[config.mk]
export PLATFORM = sky130hd
export DESIGN_NAME = mult_arbiter_flat
export DESIGN_NICKNAME = d
export VERILOG_FILES = /design/src/rtl/mult_arbiter_if.sv /design/src/rtl/mult_arbiter.sv /design/src/flat_wrapper.sv
export SDC_FILE = /design/constraint.sdc
export NUM_CORES = 1
export LEC_CHECK = 0
export BUFFER_PORTS_ARGS = -buffer_cell sky130_fd_sc_hd__buf_2
export CAP_MARGIN = 20
export CORE_ASPECT_RATIO = 1.4
export CORE_MARGIN = 5
export CORE_UTILIZATION = 45
export DETAILED_ROUTE_END_ITERATION = 10
export GPL_ROUTABILITY_DRIVEN = 0
export GPL_TIMING_DRIVEN = 0
export HOLD_SLACK_MARGIN = 0.12
export PLACE_DENSITY_LB_ADDON = 0.2
export SLEW_MARGIN = 40
export SYNTH_ARGS = -nofsm -noshare
export SYNTH_HDL_FRONTEND = slang
export SYNTH_SLANG_ARGS = --single-unit
[constraint.sdc]
create_clock -name sys_clk -period 2 [get_ports sys_clk]
set_clock_uncertainty 0.15 [all_clocks]
set_input_delay 0.2 -clock sys_clk [delete_from_list [all_inputs] [get_ports sys_clk]]
set_output_delay 0.2 -clock sys_clk [all_outputs]
set_load 0.05 [all_outputs]
[src/rtl/mult_arbiter_if.sv]
// Bundle of requester, multiplier-core and response signals for mult_arbiter.
// The arbiter takes the slave view; its environment takes the master view.
interface mult_arbiter_if;
  logic       req0_valid;
  logic [3:0] req0_a;
  logic [3:0] req0_b;
  logic       req0_ready;
  logic       req1_valid;
  logic [3:0] req1_a;
  logic [3:0] req1_b;
  logic       req1_ready;
  logic       mul_start;
  logic [3:0] mul_a;
  logic [3:0] mul_b;
  logic       mul_done;
  logic [7:0] mul_p;
  logic       rsp_valid;
  logic       rsp_id;
  logic [7:0] rsp_p;
  logic       rsp_err;
  logic       rsp_ready;
  logic [7:0] jobs_done;
  logic [1:0] state_dbg;

  modport master (
    output req0_valid, req0_a, req0_b, req1_valid, req1_a, req1_b,
    input  req0_ready, req1_ready,
    input  mul_start, mul_a, mul_b,
    output mul_done, mul_p,
    input  rsp_valid, rsp_id, rsp_p, rsp_err,
    output rsp_ready,
    input  jobs_done, state_dbg
  );

  modport slave (
    input  req0_valid, req0_a, req0_b, req1_valid, req1_a, req1_b,
    output req0_ready, req1_ready,
    output mul_start, mul_a, mul_b,
    input  mul_done, mul_p,
    output rsp_valid, rsp_id, rsp_p, rsp_err,
    input  rsp_ready,
    output jobs_done, state_dbg
  );
endinterface

[src/rtl/mult_arbiter.sv]
// Round-robin arbiter sharing one multiplier core between two requesters,
// with a watchdog on the core's done pulse and a tagged response port.
module mult_arbiter #(
  parameter int TIMEOUT = 16
) (
  input logic          sys_clk,
  input logic          sys_rst,
  mult_arbiter_if.slave bus
);
  // Handshakes: a transfer happens on a rising edge where valid && ready.
  // reqK_ready is combinational from state and valids; rsp_valid is held
  // with stable payload until rsp_ready.
  typedef enum logic [1:0] {
    IDLE  = 2'd0,
    ISSUE = 2'd1,
    WAIT  = 2'd2,
    RESP  = 2'd3
  } state_t;

  localparam logic [7:0] TIMER_LAST = 8'(TIMEOUT - 1);

  state_t     state;
  logic       last_grant;
  logic [7:0] timer;
  logic       grant;
  logic       any_valid;

  // On a tie the requester that did not win last time is favoured.
  assign any_valid = bus.req0_valid | bus.req1_valid;
  assign grant     = (bus.req0_valid && bus.req1_valid) ? ~last_grant : bus.req1_valid;

  assign bus.req0_ready = (state == IDLE) && bus.req0_valid && !grant;
  assign bus.req1_ready = (state == IDLE) && bus.req1_valid &&  grant;
  assign bus.state_dbg  = state;

  always_ff @(posedge sys_clk) begin
    if (sys_rst) begin
      state         <= IDLE;
      last_grant    <= 1'b1;
      timer         <= 8'd0;
      bus.mul_start <= 1'b0;
      bus.mul_a     <= 4'd0;
      bus.mul_b     <= 4'd0;
      bus.rsp_valid <= 1'b0;
      bus.rsp_id    <= 1'b0;
      bus.rsp_p     <= 8'd0;
      bus.rsp_err   <= 1'b0;
      bus.jobs_done <= 8'd0;
    end else begin
      case (state)
        IDLE: begin
          if (any_valid) begin
            bus.mul_a     <= grant ? bus.req1_a : bus.req0_a;
            bus.mul_b     <= grant ? bus.req1_b : bus.req0_b;
            last_grant    <= grant;
            bus.mul_start <= 1'b1;
            state         <= ISSUE;
          end
        end
        ISSUE: begin
          bus.mul_start <= 1'b0;
          timer         <= 8'd0;
          state         <= WAIT;
        end
        WAIT: begin
          // A done on the final watchdog cycle still counts as success.
          if (bus.mul_done) begin
            bus.rsp_p     <= bus.mul_p;
            bus.rsp_err   <= 1'b0;
            bus.rsp_id    <= last_grant;
            bus.rsp_valid <= 1'b1;
            state         <= RESP;
          end else if (timer == TIMER_LAST) begin
            bus.rsp_p     <= 8'd0;
            bus.rsp_err   <= 1'b1;
            bus.rsp_id    <= last_grant;
            bus.rsp_valid <= 1'b1;
            state         <= RESP;
          end else begin
            timer <= timer + 8'd1;
          end
        end
        RESP: begin
          if (bus.rsp_ready) begin
            bus.rsp_valid <= 1'b0;
            bus.jobs_done <= bus.jobs_done + 8'd1;
            state         <= IDLE;
          end
        end
        default: state <= IDLE;
      endcase
    end
  end
endmodule

[src/flat_wrapper.sv]
// flat-port wrapper written by rule: the top's interface ports become plain ports
module mult_arbiter_flat 
#(
  parameter int TIMEOUT = 16
)
  (sys_clk, sys_rst, bus_req0_valid, bus_req0_a, bus_req0_b, bus_req1_valid, bus_req1_a, bus_req1_b, bus_req0_ready, bus_req1_ready, bus_mul_start, bus_mul_a, bus_mul_b, bus_mul_done, bus_mul_p, bus_rsp_valid, bus_rsp_id, bus_rsp_p, bus_rsp_err, bus_rsp_ready, bus_jobs_done, bus_state_dbg);
  mult_arbiter_if bus_i ();
  input logic sys_clk;
  input logic sys_rst;
  input wire logic [$bits(bus_i.req0_valid)-1:0] bus_req0_valid;
  input wire logic [$bits(bus_i.req0_a)-1:0] bus_req0_a;
  input wire logic [$bits(bus_i.req0_b)-1:0] bus_req0_b;
  input wire logic [$bits(bus_i.req1_valid)-1:0] bus_req1_valid;
  input wire logic [$bits(bus_i.req1_a)-1:0] bus_req1_a;
  input wire logic [$bits(bus_i.req1_b)-1:0] bus_req1_b;
  output wire logic [$bits(bus_i.req0_ready)-1:0] bus_req0_ready;
  output wire logic [$bits(bus_i.req1_ready)-1:0] bus_req1_ready;
  output wire logic [$bits(bus_i.mul_start)-1:0] bus_mul_start;
  output wire logic [$bits(bus_i.mul_a)-1:0] bus_mul_a;
  output wire logic [$bits(bus_i.mul_b)-1:0] bus_mul_b;
  input wire logic [$bits(bus_i.mul_done)-1:0] bus_mul_done;
  input wire logic [$bits(bus_i.mul_p)-1:0] bus_mul_p;
  output wire logic [$bits(bus_i.rsp_valid)-1:0] bus_rsp_valid;
  output wire logic [$bits(bus_i.rsp_id)-1:0] bus_rsp_id;
  output wire logic [$bits(bus_i.rsp_p)-1:0] bus_rsp_p;
  output wire logic [$bits(bus_i.rsp_err)-1:0] bus_rsp_err;
  input wire logic [$bits(bus_i.rsp_ready)-1:0] bus_rsp_ready;
  output wire logic [$bits(bus_i.jobs_done)-1:0] bus_jobs_done;
  output wire logic [$bits(bus_i.state_dbg)-1:0] bus_state_dbg;
  assign bus_i.req0_valid = bus_req0_valid;
  assign bus_i.req0_a = bus_req0_a;
  assign bus_i.req0_b = bus_req0_b;
  assign bus_i.req1_valid = bus_req1_valid;
  assign bus_i.req1_a = bus_req1_a;
  assign bus_i.req1_b = bus_req1_b;
  assign bus_req0_ready = bus_i.req0_ready;
  assign bus_req1_ready = bus_i.req1_ready;
  assign bus_mul_start = bus_i.mul_start;
  assign bus_mul_a = bus_i.mul_a;
  assign bus_mul_b = bus_i.mul_b;
  assign bus_i.mul_done = bus_mul_done;
  assign bus_i.mul_p = bus_mul_p;
  assign bus_rsp_valid = bus_i.rsp_valid;
  assign bus_rsp_id = bus_i.rsp_id;
  assign bus_rsp_p = bus_i.rsp_p;
  assign bus_rsp_err = bus_i.rsp_err;
  assign bus_i.rsp_ready = bus_rsp_ready;
  assign bus_jobs_done = bus_i.jobs_done;
  assign bus_state_dbg = bus_i.state_dbg;
  mult_arbiter #(.TIMEOUT(TIMEOUT)) u_core (.sys_clk(sys_clk), .sys_rst(sys_rst), .bus(bus_i));
endmodule
## After elaboration in Yosys (flattened, before gate mapping)

Cells that the tools add are included.
W data, S select, Z words.

| storage, ports and cells | value |
|---|---|
| output and inout port bits | 32 |
| bits of input ports | 30 |
| logic and storage cells | 64 |
| register bits | 39 |

| operators by class | value |
|---|---|
| add/subtract/negate cells | 2 |
| eq/ne operators | 9 |
| bitwise operators | 2 |
| mux-type cells | 22 |
| reduce and logical (&&, ||, !) cells | 18 |

Operators with widths:

| kind | count |
|---|---|
| $mux W8 | 4 |
| $add A8 B1 Y8 const B | 2 |
| $pmux W8 S2 | 1 |
| $reduce_and A3 Y1 | 3 |
| $eq A8 B4 Y1 const B | 1 |
| $mux W1 | 8 |
| $mux W2 | 4 |
| $mux W4 | 2 |
| $pmux W2 S4 | 1 |
| $reduce_and A2 Y1 | 4 |
| $reduce_bool A2 Y1 | 4 |
| $ne A2 B2 Y1 const B | 3 |
| $logic_and A1 B1 Y1 | 5 |
| $eq A2 B2 Y1 const B | 2 |
| $pmux W1 S2 | 2 |
| $ne A3 B2 Y1 const B | 1 |
| $eq A2 B1 Y1 const B | 1 |
| $logic_not A2 Y1 | 1 |
| $ne A2 B1 Y1 const B | 1 |
| $logic_not A1 Y1 | 1 |
| $not A1 Y1 | 1 |
| $or A1 B1 Y1 | 1 |

## Depth between registers and ports, before layout

| logic depth | value |
|---|---|
| word-level depth | 4 |
| gate-level depth with buffers | 7 |
| mapped depth without buffers | 6 |

## Worst setup path after synthesis

No wires, ideal clock.

| path | value |
|---|---|
| path type | reg2reg |
| start | reg u_core.state[1] (netlist: u_core.bus.state_dbg[1]) |
| end | reg u_core.timer[7] |
| library setup time | 0.074 ns |
| buffers on the path | 1 |
| stages on the path, launching flop included | 7 |
| data arrival time | 1.890 ns |
| required time | 1.776 ns |
| clock period less this slack | 2.115 ns |
| setup slack | -0.115 ns |
| cell sequence | dfxtp_1 ha_1 buf_2 nand2b_1 a41o_2 or3_1 a31oi_1 |

| between the ends | value |
|---|---|
| word-level cells in the longest chain between the ends | 3 |
| elaborated cells on any way between the ends | 7 |
| those cells by class | eq/ne (4); mux (1); reduce/logical (2) |

Ends and longest elaborated chain:

| item | line | RTL |
|---|---|---|
| start: declaration | mult_arbiter.sv:22 | `state_t state;` |
| start signal: assignment | mult_arbiter.sv:38 | `state <= IDLE;` |
| start signal: assignment | mult_arbiter.sv:57 | `state <= ISSUE;` |
| start signal: assignment | mult_arbiter.sv:63 | `state <= WAIT;` |
| $eq A2 B2 Y1 or $eq A2 B1 Y1 (tied branches) | mult_arbiter.sv:50 | `case (state)` |
| $ne A2 B2 Y1 (no line) or $reduce_bool A2 Y1 (tied branches) | - |  |
| $reduce_and A3 Y1 (no line) | - |  |
| end signal: assignment | mult_arbiter.sv:80 | `timer <= timer + 8'd1;` |
| end: declaration | mult_arbiter.sv:24 | `logic [7:0] timer;` |

Several ways; a longest one is shown, not always the timed one.
A chain may end at the register's enable or synchronous reset.

## Worst setup path after layout

| path | value |
|---|---|
| start | reg u_core.state[0] (netlist: u_core.bus.state_dbg[0]) |
| end | reg u_core.timer[7] |

Same word-level chain as after synthesis.

==> impl_metrics.toml <==
[clocking]
cts_root_buf = "clkbuf_8"
clk_pin_slew_ps = 70
post-cts-setup-buffer-count = 0
cts_buffers = 5
htree_levels = 2
cts_tree = "built"
clkSinkCount = 39
worstSkewPairLatency_ps = 290
cts_max_path_buffers = 2

[floorplan]
initial_core_util = 0.458
rows = 27
io_pins = 62
dieArea_um2 = 5330
die_height_um = 84.4
coreArea_um2 = 3880
die_w_um = 63.1

[setup_path]
worstPathRequired_ps = 2060
path_delay_family = "simple AND/OR/NAND/NOR gates"
worstSetupPathType = "flop to flop"
cp_cell_sequence = "inv_1 > ha_1 > clkbuf_4 > nand2b_1 > a41o_2 > or3_1 > a31oi_1"
critPathBufInv = 2
slowest_stage = "dfxtp_2"
start_kind = "flop"
worst-endpoint-arrival_ps = 1960
critPathMaxStageDelay_ps = 350
crit_path_max_fanout = 10
critPathCaptureType = "flop"

[timing]
setup_viol = 0
worstMarginPinSlew_ps = 500
period_needed_ps = 1900
period_share = 0.948
fmax_mhz = 527
slew_viol_final = 0
whs_ps = 121
rsz0062_at_grt = "false"
slew_headroom = 0.666
hold_violations = 0
setup_tns_ps = 0

[drt]
num_vias = 1751
ant_nets = 0
detail_route.drc_violations = 0
dr.pass1.iters = 5
routedWlPerCell_um = 13.5
drt-vias-per-instance = 5.35
drt_iter0_drc = 20
wirelength_mm = 4.42

[yosys]
synth_most_common_cell = "dfxtp_1"
yosysSeqAreaShare = 0.439
synth_edf_count = 0
yosys.area.top_type = "dfxtp_1"
synth_area_leaders = "dfxtp_1, mux2i_1, nor2_1"
synthArstFlopShare = 0
synth.net_count = 230
synth_common_cells = "dfxtp_1, nor2_1, nand3_1"
synth_top_cell_area_share = 0.439
avgSynthCellArea_um2 = 9.17
synthCells = 194
yosysWarnings = 0
synth_ff_type = "dfxtp_1"
ys_ff_latch = 39
synth_cell_type_count = 40
netlist_area_um2 = 1780

[pwr]
ir_worst_vdd_mv = 0.950
p_leak_uw = 0.00109
cellPowerDensity_nw_per_um2 = 1050

[cells_and_area]
antennaDiodeCount = 0
final_util = 0.634
area_growth_pct = 38.5
nets = 319
n_fill_cell = 342
drive_gt1_frac = 0.285

[min_path]
hold_path_class = "input port to flop"

[run]
drv_cap = 0

[placement]
portBuffers = 60
dpl.hpwl_mm = 3.13

[global_routing]
gr-usage-all-layers = 0.173
grt_max_degree = 12
overflow = 0
grt_pass1_vias = 1738
antenna_found_initial = 0
grt_pass1_wl_mm = 7.62

[run_status]
status = "complete, no violations"
-- worst reg2reg max path, delay by kind of cell (launching register included) --
kind / cells / cell delay, ps
buffers and inverters: 2 / 270
and+or+nand+nor: 2 / 470
DFF: 1 / 350
adders and majority gates: 1 / 140
AOI/OAI and AO/OA: 2 / 460
-- flip-flops by register name (all words and copies together), names as in the netlist --
name	cells
u_core.bus.jobs_done	8
u_core.bus.mul_a	4
u_core.bus.mul_b	4
u_core.bus.mul_start	1
u_core.bus.rsp_err	1
u_core.bus.rsp_id	1
u_core.bus.rsp_p	8
u_core.bus.rsp_valid	1
u_core.bus.state_dbg	2
u_core.last_grant	1
u_core.timer	8
-- what timing repair did --
action / in CTS / in global routing
hold endpoints to repair: 16 / 0
gates resized for setup: 0 / 1
hold buffers: 23 / 0
endpoints found under the setup margin: 0 / 3
-- cells by family after synthesis --
logic type	after synthesis	synth area share
buf+inv	15	0.0359
fa+ha+maj	6	0.0422
simple gates	72	0.210
xor+xnor	5	0.0246
flops	39	0.439
mux	10	0.0570
compound gates	47	0.191
-- through the flow --
step / cell area, µm² / setup slack, ps / total power, µW / instances
2_1_floorplan: 1780 / 82.9 / 1750 / 194
3_3_place_gp: 2140 / 115 / 1980 / 297
3_5_place_dp: 2140 / 56.7 / 1990 / 297
4_1_cts: 2470 / 60.3 / 2610 / 328
5_1_grt: 2460 / 0.886 / 2740 / 327
6_report: 2460 / 103 / 2590 / 327
-- cell usage in the layout (no fill, tap or decap), types with 4 or more instances in the layout --
cell type	count
a211oi_1	9
a21oi_1	11
a22o_1	8
a311oi_1	4
buf_2	65
clkbuf_8	7
dfxtp_1	37
dlygate4sd3_1	23
ha_1	6
inv_1	5
mux2i_1	9
nand2_1	11
nand2b_1	6
nand3_1	12
nand4_1	4
nor2_1	23
-- per-layer routing --
layer	up-vias	GRT usage	wire (µm)
met5	-	0	0
met4	0	0.0521	45
met3	4	0.0562	353
met2	69	0.322	2220
met1	801	0.181	1800
li1	877	-	-
-- layout make-up --
cell class,count,area [µm²],share of cell area
Multi-Input combinational cell,140,935,0.379
Sequential cell,39,783,0.318
Timing Repair Buffer,83,531,0.215
Clock buffer,8,100,0.0406
Tap cell,43,53.8,0.0218
Buffer,9,43.8,0.0178
Inverter,5,18.8,0.00761
-- worst paths after layout --
path                                               from             endpoint  slack [ps]  depth (start not counted)
worst max-delay path            u_core.bus.state_dbg[0]      u_core.timer[7]         100                          7
worst min-delay path                      bus_req0_a[0]  u_core.bus.mul_a[0]         120                          3
worst max register to register  u_core.bus.state_dbg[0]      u_core.timer[7]         100                          7
worst min register to register      u_core.bus.rsp_p[5]  u_core.bus.rsp_p[5]         330                          1
-- report_power, final --
part	switching [µW]	internal (µW)
registers	70.9	891
clock network	258	315
logic	730	322
total	1060	1530
No activity file was read; power rests on OpenSTA's default activity.
